===== src/rtl/jtdsp16_sio_rx.sv =====
// Serial receiver for the DSP16 serial output port: it assembles 8- or 16-bit
// words with an 8-bit address, keeps those addressed to this station and queues them in a 4-deep show-ahead FIFO.
module jtdsp16_sio_rx (
  input  logic        clk,
  input  logic        rst_n,
  input  logic        cen,
  input  logic        ock,
  input  logic        sdo,
  input  logic        ose,
  input  logic        sadd,
  input  logic        len16,
  input  logic [7:0]  my_addr,
  input  logic        rd,
  input  logic        ovf_clr,
  output logic [15:0] dout,
  output logic [7:0]  dout_addr,
  output logic        dout_valid,
  output logic        ovf,
  output logic        busy
);

  typedef enum logic [1:0] {
    IDLE,
    SHIFT,
    PUSH
  } state_t;

  state_t      state, state_nx;
  logic        ock_l;
  logic        rise;
  logic [3:0]  cnt, cnt_nx;
  logic [15:0] sh_data, sh_data_nx;
  logic [7:0]  sh_addr, sh_addr_nx;
  logic        len_l, len_l_nx;
  logic        last_bit;

  logic [15:0] mem_data [4];
  logic [7:0]  mem_addr [4];
  logic [1:0]  wr_ptr, rd_ptr;
  logic [2:0]  count;
  logic        full, accept, push, pop;

  assign rise     = cen & ock & ~ock_l;
  assign last_bit = len_l ? (cnt == 4'd15) : (cnt == 4'd7);

  always_ff @(posedge clk or negedge rst_n) begin
    if (!rst_n) begin
      state   <= IDLE;
      ock_l   <= 1'b0;
      cnt     <= '0;
      sh_data <= '0;
      sh_addr <= '0;
      len_l   <= 1'b0;
    end else begin
      state   <= state_nx;
      ock_l   <= ock;
      cnt     <= cnt_nx;
      sh_data <= sh_data_nx;
      sh_addr <= sh_addr_nx;
      len_l   <= len_l_nx;
    end
  end

  // A frame sync always starts a fresh word; the shift register is cleared so
  // that 8-bit words come out zero-extended and aborted words leave no residue.
  always_comb begin
    state_nx   = state;
    cnt_nx     = cnt;
    sh_data_nx = sh_data;
    sh_addr_nx = sh_addr;
    len_l_nx   = len_l;
    case (state)
      IDLE, SHIFT: begin
        if (rise) begin
          if (ose) begin
            sh_data_nx = {15'd0, sdo};
            sh_addr_nx = {7'd0, sadd};
            cnt_nx     = 4'd1;
            len_l_nx   = len16;
            state_nx   = SHIFT;
          end else if (state == SHIFT) begin
            sh_data_nx[cnt] = sdo;
            if (!cnt[3]) sh_addr_nx[cnt[2:0]] = sadd;
            if (last_bit) begin
              cnt_nx   = '0;
              state_nx = PUSH;
            end else begin
              cnt_nx = cnt + 4'd1;
            end
          end
        end
      end
      PUSH:    state_nx = IDLE;
      default: state_nx = IDLE;
    endcase
  end

  assign dout_valid = (count != 3'd0);
  assign full       = (count == 3'd4);
  assign pop        = rd & dout_valid;
  assign accept     = (state == PUSH) && ((sh_addr == my_addr) || (sh_addr == 8'hFF));
  // A pop in the same cycle frees the slot, so a full FIFO can still take the word.
  assign push       = accept & (~full | pop);

  always_ff @(posedge clk or negedge rst_n) begin
    if (!rst_n) begin
      for (int unsigned i = 0; i < 4; i++) begin
        mem_data[i] <= '0;
        mem_addr[i] <= '0;
      end
      wr_ptr <= '0;
      rd_ptr <= '0;
      count  <= '0;
      ovf    <= 1'b0;
    end else begin
      if (push) begin
        mem_data[wr_ptr] <= sh_data;
        mem_addr[wr_ptr] <= sh_addr;
        wr_ptr           <= wr_ptr + 2'd1;
      end
      if (pop) rd_ptr <= rd_ptr + 2'd1;
      count <= count + {2'b00, push} - {2'b00, pop};
      ovf   <= (accept & full & ~pop) | (ovf & ~ovf_clr);
    end
  end

  assign dout      = dout_valid ? mem_data[rd_ptr] : '0;
  assign dout_addr = dout_valid ? mem_addr[rd_ptr] : '0;
  assign busy      = (state == SHIFT);

endmodule


===== config.mk =====
export PLATFORM = sky130hd
export DESIGN_NAME = jtdsp16_sio_rx
export DESIGN_NICKNAME = d
export VERILOG_FILES = /design/src/rtl/jtdsp16_sio_rx.sv
export SDC_FILE = /design/constraint.sdc
export NUM_CORES = 1
export LEC_CHECK = 0
export ABC_AREA = 1
export BUFFER_PORTS_ARGS = -buffer_cell sky130_fd_sc_hd__buf_2
export CAP_MARGIN = 20
export CORE_MARGIN = 4
export CORE_UTILIZATION = 40
export CTS_BUF_LIST = sky130_fd_sc_hd__clkbuf_8 sky130_fd_sc_hd__clkbuf_16
export DETAILED_ROUTE_END_ITERATION = 12
export PLACE_DENSITY_LB_ADDON = 0.3
export SLEW_MARGIN = 20
export SYNTH_ARGS = -nofsm -noshare
export SYNTH_HDL_FRONTEND = slang
export SYNTH_SLANG_ARGS = --single-unit

===== constraint.sdc =====
create_clock -name clk -period 3.9 [get_ports clk]
set_input_delay 0.195 -clock clk [delete_from_list [all_inputs] [get_ports clk]]
set_output_delay 0.195 -clock clk [all_outputs]
set_load 0.05 [all_outputs]

## Yosys cells after proc, flatten, opt, wreduce, memory -nomap -nowiden

Index checks and enable logic that the tools add are counted.

- Register bits: 136
- Input bits: 18
- ROM bits: 0
- Latch bits: 0
- Bits in writable memories: 0
- Memories: 0
- Output and inout port bits: 27
- Word-level logic and storage cells: 103

- Equality and inequality tests: 11
- Bitwise logic cells: 15
- $mul: 0
- Add/subtract/negate cells: 5
- Multiplexer cells: 34
- Shifts and indexed selects: 0
- Order comparisons: 7
- Reductions and logical operators: 13
- Divide/modulo/power cells: 0

Operators with widths:

| kind | count |
|---|---|
| two-way mux 16 bit | 6 |
| bitwise mux 64 bit | 1 |
| two-way mux 8 bit | 7 |
| binary-select mux 16 bit (select 2 bit) | 1 |
| bitwise mux 32 bit | 1 |
| demux 16 bit (select 2 bit) | 1 |
| binary-select mux 8 bit (select 2 bit) | 1 |
| bitwise mux 16 bit | 1 |
| demux 8 bit (select 2 bit) | 1 |
| two-way mux 4 bit | 3 |
| two-way mux 2 bit | 5 |
| AND reduction 3 bit | 3 |
| bitwise mux 8 bit | 1 |
| == test 8 bit | 1 |
| == test 8 bit (second input constant) | 1 |
| AND 1 bit | 7 |
| greater-or-equal comparator 3 bit (second input constant) | 2 |
| != test 3 bit (second input constant) | 2 |
| inverter 2 -> 3 bit | 2 |
| < comparator 4 x 5 -> 1 bit (second input constant) | 1 |
| adder 2 x 1 -> 2 bit (second input constant) | 2 |
| adder 4 x 1 -> 4 bit (second input constant) | 1 |
| demux 1 bit (select 4 bit) | 1 |
| == test 4 x 3 -> 1 bit (second input constant) | 1 |
| other kinds (22) | 32 |

## Longest topological paths before layout

- Depth after elaboration: 8
- Depth in mapped cells: 14
- Gate-level depth less buffers: 13

## Worst setup path before layout

Ideal clock, no wire load.

- Path type: reg2reg
- From: register sh_addr[0]
- To: register count[2]
- Library setup time: 0.122 ns
- Path slack: 1.373 ns
- Required time: 3.778 ns
- Period minus slack after synthesis: 2.527 ns
- Path buffers: 2
- Stages on the path, launching flop included: 14
- Data arrival time: 2.405 ns
- Cells stage by stage: dfrtp_1 > clkbuf_1 > xnor2_1 > nand2_1 > nor2_1 > nand2_1 > a21oi_2 > buf_2 > nand2_1 > ha_1 > inv_1 > ha_1 > fa_1 > xnor2_1

- Longest elaborated chain between the ends: 6
- Elaborated cells between the ends (all ways): 7
- Classes of those cells: add/sub: 2; eq/ne: 2; bitwise: 1; reduce/logical: 2

RTL lines:

| item | RTL line | RTL |
|---|---|---|
| start: declaration | 33 | `logic [7:0] sh_addr, sh_addr_nx;` |
| start signal: assignment | 59 | `sh_addr <= sh_addr_nx;` |
| == test 8 bit | 101 | `assign accept = (state == PUSH) && ((sh_addr == my_addr) \|\| (sh_addr == 8'hFF));` |
| logical OR 1 bit (*) | 101 |  |
| logical AND 1 bit (*) | 101 |  |
| AND 1 bit (*) | 103 | `assign push = accept & (~full \| pop);` |
| adder 3 x 1 -> 3 bit (*) | 122 | `count <= count + {2'b00, push} - {2'b00, pop};` |
| subtractor 3 x 1 -> 3 bit (*) | 122 |  |
| end signal: assignment | 122 |  |
| end: declaration | 40 | `logic [2:0] count;` |

Mark *: on every way between the ends. The rest lies on a longest branch, timed or not.
A chain may end at the register's enable or synchronous reset.

## Final worst setup path

- From: register rd_ptr[0]
- To: output dout_addr[1]

- Longest elaborated chain between the ends: 5

RTL lines:

| item | RTL line | RTL |
|---|---|---|
| start: declaration | 39 | `logic [1:0] wr_ptr, rd_ptr;` |
| start signal: assignment | 121 | `if (pop) rd_ptr <= rd_ptr + 2'd1;` |
| inverter 2 -> 3 bit (not written as such) | 128 | `assign dout_addr = dout_valid ? mem_addr[rd_ptr] : '0;` |
| binary-select mux 8 bit (select 2 bit) | 128 |  |
| two-way mux 8 bit (not written as such) (2 in series) | 128 |  |
| two-way mux 8 bit | 128 |  |
| end: declaration | 16 | `output logic [7:0] dout_addr,` |

No other way between the ends. The select of a mux whose other input is x is not followed.

==> impl_metrics.csv <==
group,metric,value,unit
outcome,status,"finished, final reports clean",
worst_setup_path,worstSetupPathType,"register to output pin",
logic_synthesis,synth_top_area_share,49.2,%
final_layout,layout-drive-gt1-share,10.9,%
worst_setup_path,crit_path_end_kind,"output pin",
global_routing,grt_pass1_wl,32900,um
floorplan,fp.dieW,140,um
logic_synthesis,synthXorXnorAreaFrac,1.14,%
power_and_ir_drop,p_leak,4.03,nW
global_routing,grtUsageTotal,21.3,%
logic_synthesis,synth.area.top_cells,"dfrtp_1 49%, nand2_1 14%, nand4_1 9.2%",
route,drc,0,
timing,setup_slack,1.43,ns
place,pre_cts_slack,1.43,ns
timing,min_period_over_period,63.3,%
logic_synthesis,syn_nets,918,
place,io_buffer_count,44,
power_and_ir_drop,p_int,3.22,mW
power_and_ir_drop,report.power.total,5.52,mW
clocking,cts_buffers,17,
place,gp_congestion,0.876,
clocking,cts.path.max_buffers,2,
final_layout,nets,930,
global_routing,antenna_found_initial,0,
clocking,clk_pin_slew,0.06,ns
logic_synthesis,synth.avg_cell_area,7.79,um^2
power_and_ir_drop,power_frac_clock,33.8,%
logic_synthesis,synth_compound_area_share,9.81,%
clocking,post_cts_buffers,0,
route,postRouteAntennaNets,0,
timing,worstMarginPinSlew,0.989,ns
worst_setup_path,cp_max_fo,48,
logic_synthesis,synthCells,889,
timing,slew_headroom,34.1,%
logic_synthesis,synth_seq_area_share,49.2,%
timing,setup_viol,0,
timing,clock.fmax,405,MHz
route,post_drt_wl_per_cell,17.7,um
route,via_count,6280,
logic_synthesis,ys_warn_count,0,
timing,slew_viol_final,0,
floorplan,die-area,19500,um^2
logic_synthesis,synth_top_family_by_area,"simple AND/OR/NAND/NOR gates",
worst_setup_path,cp.required,3.70,ns
floorplan,rows,47,
logic_synthesis,synth_mux_area_share,0.163,%
power_and_ir_drop,switching_power,2.31,mW
timing,finClkSkew,0.00766,ns
logic_synthesis,ys_ff_latch,136,
power_and_ir_drop,seq_power_share,29.2,%
final_layout,diodes,0,
place,dp_hpwl,11900,um
floorplan,initial_core_util,41.3,%
global_routing,grt_start_max_net_pins,100,
clocking,cts_root_buf,"clkbuf_16",
place,placement.cell_area,7240,um^2
power_and_ir_drop,p_sw_share,41.8,%
power_and_ir_drop,power_frac_comb,36.9,%
floorplan,boundaryPins,45,
final_layout,num-fill-cells,1672,
power_and_ir_drop,ir_drop,0.363,mV
global_routing,grt_pass1_vias,5992,
worst_setup_path,cp.arrival,2.27,ns
logic_synthesis,synthSimpleGateAreaFrac,30.8,%
final_layout,final_area,7970,um^2
clocking,post_cts_resize_count,0,
logic_synthesis,ys_types,28,
global_routing,overflow,0,
run,drv_cap,0,
route,via_per_inst,5.54,
timing,fin_crit,2.47,ns
final_layout,area_growth,15.1,%
power_and_ir_drop,p_per_area,694,nW/um^2
floorplan,core-area,16800,um^2
logic_synthesis,synth_area_leader_cell,"dfrtp_1",
clocking,htree_levels,4,
clocking,insertion_delay,0.43,ns
logic_synthesis,synth_fa_ha_area_share,2.10,%
route,finalWirelength,20100,um
timing,rsz0062_at_grt,"false",
timing,fin_tns_setup,0,ns
worst_hold_path,hold_path.class,"primary input to register",
worst_setup_path,critPathLaunchType,"register",
clocking,numClockSinks,136,
floorplan,die_y,140,um
timing,whs,0.0451,ns
clocking,cts_tree,"yes",
logic_synthesis,netlist_area,6920,um^2
route,drt_first_pass_iters,7,
route,drtIter0Drc,614,
clocking,holdBufCountCts,4,
timing,hold_viol_final,0,
## kinds of logic after synthesis
family / Yosys count
XOR/XNOR: 9
multiplexers: 1
buffers and inverters: 115
adder cells (fa/ha/maj): 11
AO/OA/AOI/OAI: 126
flip-flops: 136
AND/OR/NAND/NOR: 491
## per-layer routing
metal	wire [um]	GRT usage (%)	vias to the layer above	share of wire (%)
met4	435	7.04	0	2.2
li1	-	-	2999	-
met1	9250	29.5	3049	46
met2	9380	34.0	198	47
met5	0	0	-	0
met3	1070	3.95	34	5.3
## sequential cells by signal (all words and copies together), names as in the netlist
signal	count
ovf	1
len_l	1
mem_addr	32
sh_data	16
mem_data	64
wr_ptr	2
cnt	4
sh_addr	8
ock_l	1
rd_ptr	2
state	2
count	3
## power by group through the flow
| stage | registers, mW | logic (mW) | clock network (mW) |
|---|---|---|---|
| after floorplan | 1.57 | 1.56 | 0 |
| after global placement | 1.63 | 2.03 | 0 |
| after detailed placement | 1.64 | 2.04 | 0 |
| after CTS | 1.61 | 2.05 | 1.89 |
| after global routing | 1.63 | 2.21 | 1.96 |
| final | 1.62 | 2.04 | 1.87 |
## worst paths after layout
| path | to | from | slack (ns) | depth (start not counted) |
|---|---|---|---|---|
| max | dout_addr[1] | rd_ptr[0]$_DFFE_PN0P_ | 1.43 | 4 |
| min | sh_data[0]$_DFFE_PN0P_ | sdo | 0.05 | 3 |
| max reg2reg | count[2]$_DFF_PN0_ | count[1]$_DFF_PN0_ | 1.45 | 10 |
| min reg2reg | mem_data[12]$_DFFE_PN0P_ | mem_data[12]$_DFFE_PN0P_ | 0.47 | 2 |
| max in group asynchronous | sh_addr[2]$_DFFE_PN0P_ | rst_n | 2.56 | 3 |
| min in group asynchronous | ovf$_DFF_PN0_ | rst_n | 0.43 | 2 |
## worst max-delay path, stage by stage, from the launching register on
cell     delay [ns]
dfrtp_1        0.38
inv_2          0.60
o21ai_0        0.21
a21oi_1        0.30
buf_2          0.33
## synthesized netlist by cell type
| cell type | number |
|---|---|
| a21oi_1 | 37 |
| a21oi_2 | 1 |
| a31oi_1 | 2 |
| buf_1 | 1 |
| buf_2 | 22 |
| buf_4 | 4 |
| clkbuf_1 | 43 |
| clkinv_1 | 1 |
| dfrtp_1 | 136 |
| fa_1 | 1 |
| ha_1 | 10 |
| inv_1 | 39 |
| inv_2 | 5 |
| mux2_2 | 1 |
| nand2_1 | 249 |
| nand3_1 | 15 |
| nand4_1 | 102 |
| nor2_1 | 115 |
| nor2_2 | 1 |
| nor3_1 | 9 |
| o21a_1 | 2 |
| o21ai_0 | 62 |
| o21ai_1 | 2 |
| o22ai_1 | 11 |
| o311ai_0 | 1 |
| o31ai_1 | 8 |
| xnor2_1 | 6 |
| xor2_1 | 3 |
## placed cells by master (no fill, tap or decap), drive strengths merged, types with 4 or more instances in the layout
cell type | Yosys | routed
o31ai | 8 | 8
o22ai | 11 | 11
a21oi | 38 | 38
nand3 | 15 | 15
nand2 | 249 | 249
dlygate4sd3 | 0 | 4
xnor2 | 6 | 6
ha | 10 | 10
clkbuf | 43 | 20
clkinvlp | 0 | 4
nand4 | 102 | 102
nor2 | 116 | 116
inv | 44 | 44
bufinv | 0 | 6
dfrtp | 136 | 136
o21ai | 64 | 64
nor3 | 9 | 9
buf | 27 | 59
## area by class of cell
class | instances | area, um^2 | share of cell area [%]
clock buffers | 20 | 467 | 5.86
clock inverters | 12 | 220 | 2.76
inverters | 45 | 169 | 2.12
multi-input cells | 638 | 3050 | 38.3
flip-flops and latches | 136 | 3400 | 42.7
well taps | 220 | 275 | 3.46
repair buffers | 63 | 379 | 4.76
## metrics by stage
step	util, %	cells
global placement	43.2	1098
finish	47.5	1134
floorplan	-	889
CTS	47.5	1134
global route	47.5	1134
detailed placement	43.2	1098
(Power assumes the default switching activity.)
